**src/rtl/fix_mult_arb_pkg.sv**
```systemverilog
// rtl/fix_mult_arb_pkg.sv - shared types, width helper and reset values for fix_mult_arb
package fix_mult_arb_pkg;

    typedef enum logic [1:0] {
        IDLE = 2'd0,
        MULT = 2'd1,
        RESP = 2'd2
    } state_t;

    localparam state_t RST_STATE = IDLE;

    function automatic int id_w(input int nreq);
        return (nreq <= 2) ? 1 : $clog2(nreq);
    endfunction

    function automatic int rst_last(input int nreq);
        return nreq - 1;
    endfunction

endpackage

```
**src/rtl/fix_mult.sv**
```systemverilog
// rtl/fix_mult.sv - sign-magnitude fixed-point multiplier, N bits with Q fractional bits
module fix_mult #(
    parameter int Q = 8,
    parameter int N = 16
) (
    input  logic [N-1:0] a,
    input  logic [N-1:0] b,
    output logic [N-1:0] c
);

    logic [2*N-3:0] prod;
    logic           unused_bits;

    assign prod = {{(N-1){1'b0}}, a[N-2:0]} * {{(N-1){1'b0}}, b[N-2:0]};
    assign c    = {a[N-1] ^ b[N-1], prod[N-2+Q:Q]};

    // Truncated product bits are intentionally discarded.
    assign unused_bits = ^{prod[2*N-3:N-1+Q], prod[Q-1:0]};

endmodule

```
**src/rtl/fix_mult_rr_grant.sv**
```systemverilog
// rtl/fix_mult_rr_grant.sv - round-robin grant picker; FIX_MULT_ARB_PRIO_EN gives requester 0 fixed priority
module fix_mult_rr_grant
    import fix_mult_arb_pkg::*;
#(
    parameter  int NREQ = 4,
    localparam int ID_W = id_w(NREQ)
) (
    input  logic [NREQ-1:0] req,
    input  logic [ID_W-1:0] last,
    output logic [NREQ-1:0] grant,
    output logic [ID_W-1:0] idx,
    output logic            any
);

    logic [NREQ-1:0] masked;
    logic [ID_W-1:0] pos;

    always_comb begin
        grant  = '0;
        idx    = '0;
        any    = 1'b0;
        pos    = '0;
        masked = req;
`ifdef FIX_MULT_ARB_PRIO_EN
        if (req[0]) begin
            grant[0] = 1'b1;
            any      = 1'b1;
        end
        masked[0] = 1'b0;
`endif
        // Search starts just after the last winner and wraps.
        for (int k = 1; k <= NREQ; k++) begin
            pos = ID_W'((int'(last) + k) % NREQ);
            if (!any && masked[pos]) begin
                grant[pos] = 1'b1;
                idx        = pos;
                any        = 1'b1;
            end
        end
    end

endmodule

```
**src/rtl/fix_mult_arb.sv**
```systemverilog
// rtl/fix_mult_arb.sv - one fix_mult shared by NREQ requesters; FIX_MULT_ARB_PRIO_EN selects requester-0 priority
module fix_mult_arb
    import fix_mult_arb_pkg::*;
#(
    parameter int Q    = 8,
    parameter int N    = 16,
    parameter int NREQ = 4
) (
    input  logic                    clk,
    input  logic                    rst,
    input  logic [NREQ-1:0]         req_valid,
    output logic [NREQ-1:0]         req_ready,
    input  logic [NREQ*N-1:0]       req_a,
    input  logic [NREQ*N-1:0]       req_b,
    output logic                    rsp_valid,
    input  logic                    rsp_ready,
    output logic [id_w(NREQ)-1:0]   rsp_id,
    output logic [N-1:0]            rsp_c,
    output logic                    busy
);

    localparam int ID_W = id_w(NREQ);

    state_t          state;
    state_t          state_nxt;
    logic [N-1:0]    a_q;
    logic [N-1:0]    b_q;
    logic [N-1:0]    sel_a;
    logic [N-1:0]    sel_b;
    logic [N-1:0]    mult_c;
    logic [ID_W-1:0] id_q;
    logic [ID_W-1:0] last;
    logic [ID_W-1:0] gnt_idx;
    logic [NREQ-1:0] gnt;
    logic            gnt_any;
    logic            take;

    fix_mult_rr_grant #(.NREQ(NREQ)) u_grant (
        .req   (req_valid),
        .last  (last),
        .grant (gnt),
        .idx   (gnt_idx),
        .any   (gnt_any)
    );

    fix_mult #(.Q(Q), .N(N)) u_mult (
        .a (a_q),
        .b (b_q),
        .c (mult_c)
    );

    always_comb begin
        sel_a = '0;
        sel_b = '0;
        for (int i = 0; i < NREQ; i++) begin
            if (gnt[i]) begin
                sel_a = req_a[i*N +: N];
                sel_b = req_b[i*N +: N];
            end
        end
    end

    always_ff @(posedge clk) begin
        if (rst) begin
            state <= RST_STATE;
        end else begin
            state <= state_nxt;
        end
    end

    always_comb begin
        state_nxt = state;
        req_ready = '0;
        rsp_valid = 1'b0;
        busy      = (state != IDLE);
        take      = 1'b0;
        case (state)
            IDLE: begin
                // Gated by rst so no handshake is ever signalled while reset wins.
                if (!rst) begin
                    req_ready = gnt;
                end
                if (gnt_any) begin
                    take      = 1'b1;
                    state_nxt = MULT;
                end
            end
            MULT: begin
                state_nxt = RESP;
            end
            RESP: begin
                rsp_valid = 1'b1;
                if (rsp_ready) begin
                    state_nxt = IDLE;
                end
            end
            default: begin
                state_nxt = IDLE;
            end
        endcase
    end

    always_ff @(posedge clk) begin
        if (rst) begin
            a_q    <= '0;
            b_q    <= '0;
            id_q   <= '0;
            last   <= ID_W'(rst_last(NREQ));
            rsp_c  <= '0;
            rsp_id <= '0;
        end else begin
            if (take) begin
                a_q  <= sel_a;
                b_q  <= sel_b;
                id_q <= gnt_idx;
`ifdef FIX_MULT_ARB_PRIO_EN
                if (gnt_idx != '0) begin
                    last <= gnt_idx;
                end
`else
                last <= gnt_idx;
`endif
            end
            if (state == MULT) begin
                rsp_c  <= mult_c;
                rsp_id <= id_q;
            end
        end
    end

endmodule

```
**config.mk**
```make
export PLATFORM = sky130hd
export DESIGN_NAME = fix_mult_arb
export DESIGN_NICKNAME = d
export VERILOG_FILES = /design/src/rtl/fix_mult_arb_pkg.sv /design/src/rtl/fix_mult.sv /design/src/rtl/fix_mult_rr_grant.sv /design/src/rtl/fix_mult_arb.sv
export SDC_FILE = /design/constraint.sdc
export NUM_CORES = 1
export LEC_CHECK = 0
export CORE_ASPECT_RATIO = 1.5
export CORE_UTILIZATION = 31
export DETAILED_ROUTE_END_ITERATION = 7
export GPL_ROUTABILITY_DRIVEN = 0
export GPL_TIMING_DRIVEN = 0
export MAX_ROUTING_LAYER = met4
export SYNTH_ARGS = -nofsm -noshare
export SYNTH_HDL_FRONTEND = slang
export SYNTH_SLANG_ARGS = --single-unit
```
**constraint.sdc**
```tcl
create_clock -name clk -period 7.8 [get_ports clk]
set_input_delay 1.56 -clock clk [delete_from_list [all_inputs] [get_ports clk]]
set_output_delay 1.56 -clock clk [all_outputs]
set_load 0.01 [all_outputs]
```
==> results.cfg <==
[setup_path]
cp.required_ps = 7990
r2r-start = b_q[3]
r2r_cells = 21
end_kind = flip-flop
startpoint = b_q[3]
r2r_slack_ps = 870
endpoint = rsp_c[14]
worst_r2r_endpoint = rsp_c[14]
worstSetupPathType = flip-flop to flip-flop
cp.arrival_ps = 7120
worst-path-max-fanout = 10
startpoint_type = flip-flop

[cells_and_area]
multi_input_area_sq_um = 7410
drive_gt1_frac = 0.0858
final_common_cell = inv_1
finalNetCount = 1594
fill_cells = 3147
final_cell_mix = inv_1, clkdlybuf4s50_1, nand2_1
area_growth_pct = 23.0
ff_latch_area_sq_um = 1120
fin_area_sq_um = 11900

[clock_network]
clock_sinks = 56
ctsHoldBuffers = 0
cts_setup_buffers = 0
root_buffer = clkbuf_16
cts_tree = yes
numCtsBuffers = 5
insertion_delay_ps = 310
h-tree-depth = 2
cts.repair.resized = 0
cts.clk_slew.worst_paths_ps = 80
cts_buffer_depth = 2

[sta]
worst_pin_slew_ps = 777
clock.fmax_mhz = 144
worst_clock_skew_ps = 13.4
final-max-slew-violation-count = 0
hold_ws_ps = 454
timing.setup.tns_ps = 0
rsz0062_at_grt = false
fin_crit_ps = 6930
setup_violations = 0
min_period_over_period = 0.889
finalWorstSetupSlack_ps = 869
max_slew_margin = 0.482
hold_viol = 0

[synth]
synth_warnings = 0
synth_area_sq_um = 9670
synth-seq-area-share = 0.116
synth_seq_cells = 56
ys_types = 57
synth_edf_count = 0
syn_avg_cell_area_sq_um = 8.94
async_reset_ff_frac = 0
synth_flop_cell = dfxtp_1
syn_nets = 1430
synthCells = 1082

[drt]
antenna_left = 0
first_pass_iters = 7
drc = 0
vias = 7982
wl_mm = 29.5
via_per_inst = 4.84
wl_per_cell_um = 17.9
initialDrtViolationCount = 272

[global_route]
grt_start_max_net_pins = 20
grt_antenna_before_repair = 1
grt_pass1_vias = 8749
grt_pass1_wl_mm = 47.2
grtUsageTotal = 0.197
overflow = 0

[floorplan]
rows = 78
ios = 159
initial_core_util = 0.318
dieArea_sq_um = 31900
die_h_um = 218
die_x_um = 146
core-area_sq_um = 30400

[power_and_ir_drop]
p_sw_frac = 0.522
p_clk_frac = 0.086
leakage_uw = 0.00541
comb_power_share = 0.731
power.switching_uw = 1460
pwr-share-seq = 0.183
p_per_area_nw_per_um2 = 235
internal_power_uw = 1340
vdd_drop_max_v = 0.000123
power_uw = 2790

[min_path]
worstHoldPathType = flip-flop to flip-flop

[placement]
preCtsSetupSlack_ps = 899
place_area_sq_um = 11700
hpwl_mm = 25.5
port_buffers = 157

[outcome]
status = complete, no violations

[job]
max_cap_viol_count = 0
[cells in the mapped netlist, drive strengths merged, types with 4 or more instances]
master	count	area, sq um
buf	21	169
mux4	4	90.1
nand3b	11	82.6
nor3	9	56.3
xor2	10	87.6
a21oi	27	135
a221oi	34	485
o221ai	32	468
or2	5	31.3
and3	32	200
a211oi	4	30.0
ha	66	826
nand2	150	568
clkbuf	44	168
nand4	4	25.0
xnor2	12	105
o21ai	13	65.1
nand2b	6	37.5
inv	215	807
nand3	8	40.0
or3	4	25.0
nor2	18	67.6
fa	147	2940
dfxtp	56	1120
a21o	4	30.0
and2	112	703
[critical path: stages, from the launching register on]
cell and delay (ps):
dfxtp_1 610, clkbuf_1 650, nand2_1 170, fa_1 480
fa_1 510, inv_1 50, fa_1 500, inv_1 60
fa_1 520, inv_1 50, fa_1 490, inv_1 60
fa_1 470, inv_1 70, ha_1 330, a21oi_1 210
o2bb2ai_1 120, nor4b_1 530, a211oi_1 230, nor3_1 280
nor4_1 90, a311o_1 330
[cells by family after synthesis]
family                     after synthesis  synth area share
AOI/OAI and AO/OA                      130             0.139
buffers and inverters                  280             0.118
and+or+nand+nor                        371             0.200
adders and majority gates              213             0.390
xor gates and xnor gates                23            0.0223
muxes                                    9            0.0147
DFF                                     56             0.116
[metrics by stage]
step,cells,utilization
floorplan,1082,-
global placement,1639,0.386
detailed placement,1639,0.386
CTS,1647,0.391
global route,1648,0.391
finish,1648,0.391
[layout make-up]
| cell class | instances | share of cell area |
|---|---|---|
| diodes | 1 | 0.000210 |
| plain buffers | 65 | 0.0283 |
| clock buffers | 5 | 0.0105 |
| clock inverters | 3 | 0.00221 |
| inverters | 215 | 0.0678 |
| multi-input cells | 746 | 0.623 |
| flip-flops and latches | 56 | 0.0942 |
| well taps | 400 | 0.0421 |
| repair buffers | 157 | 0.132 |
[power groups by stage]
stage	logic, uW	registers [uW]	clock network (uW)
finish	2040	511	241
global route	2260	521	252
floorplan	1390	450	0
CTS	2070	509	241
detailed placement	2040	515	0
global placement	2040	518	0
[worst min path at each step]
stage	slack [ps]	end	cells past startpoint	startpoint
6_report	450	rsp_c[1]	2	rsp_c[1]
5_1_grt	480	rsp_c[1]	2	rsp_c[1]
4_1_cts	460	rsp_c[1]	2	rsp_c[1]
3_5_place_dp	450	rsp_c[1]	2	rsp_c[1]
3_3_place_gp	440	rsp_c[0]	2	rsp_c[0]
2_1_floorplan	430	rsp_id[0]	2	id_q[0]
[sequential cells by signal, summed over array words and instances, names as in the netlist]
name and flops:
a_q 16, b_q 16, rsp_c 16, id_q 2, last 2, rsp_id 2
state 2
[per-layer routing]
metal  vias to the layer above  global-route usage  part of all wire
li1                       3771                   -                 -
met1                      3943               0.203              0.37
met2                       206               0.388              0.56
met3                        62              0.0115             0.028
met4                         0              0.0705             0.038
met5                         -                   -                 0
No activity file was read; power rests on OpenSTA's default activity.
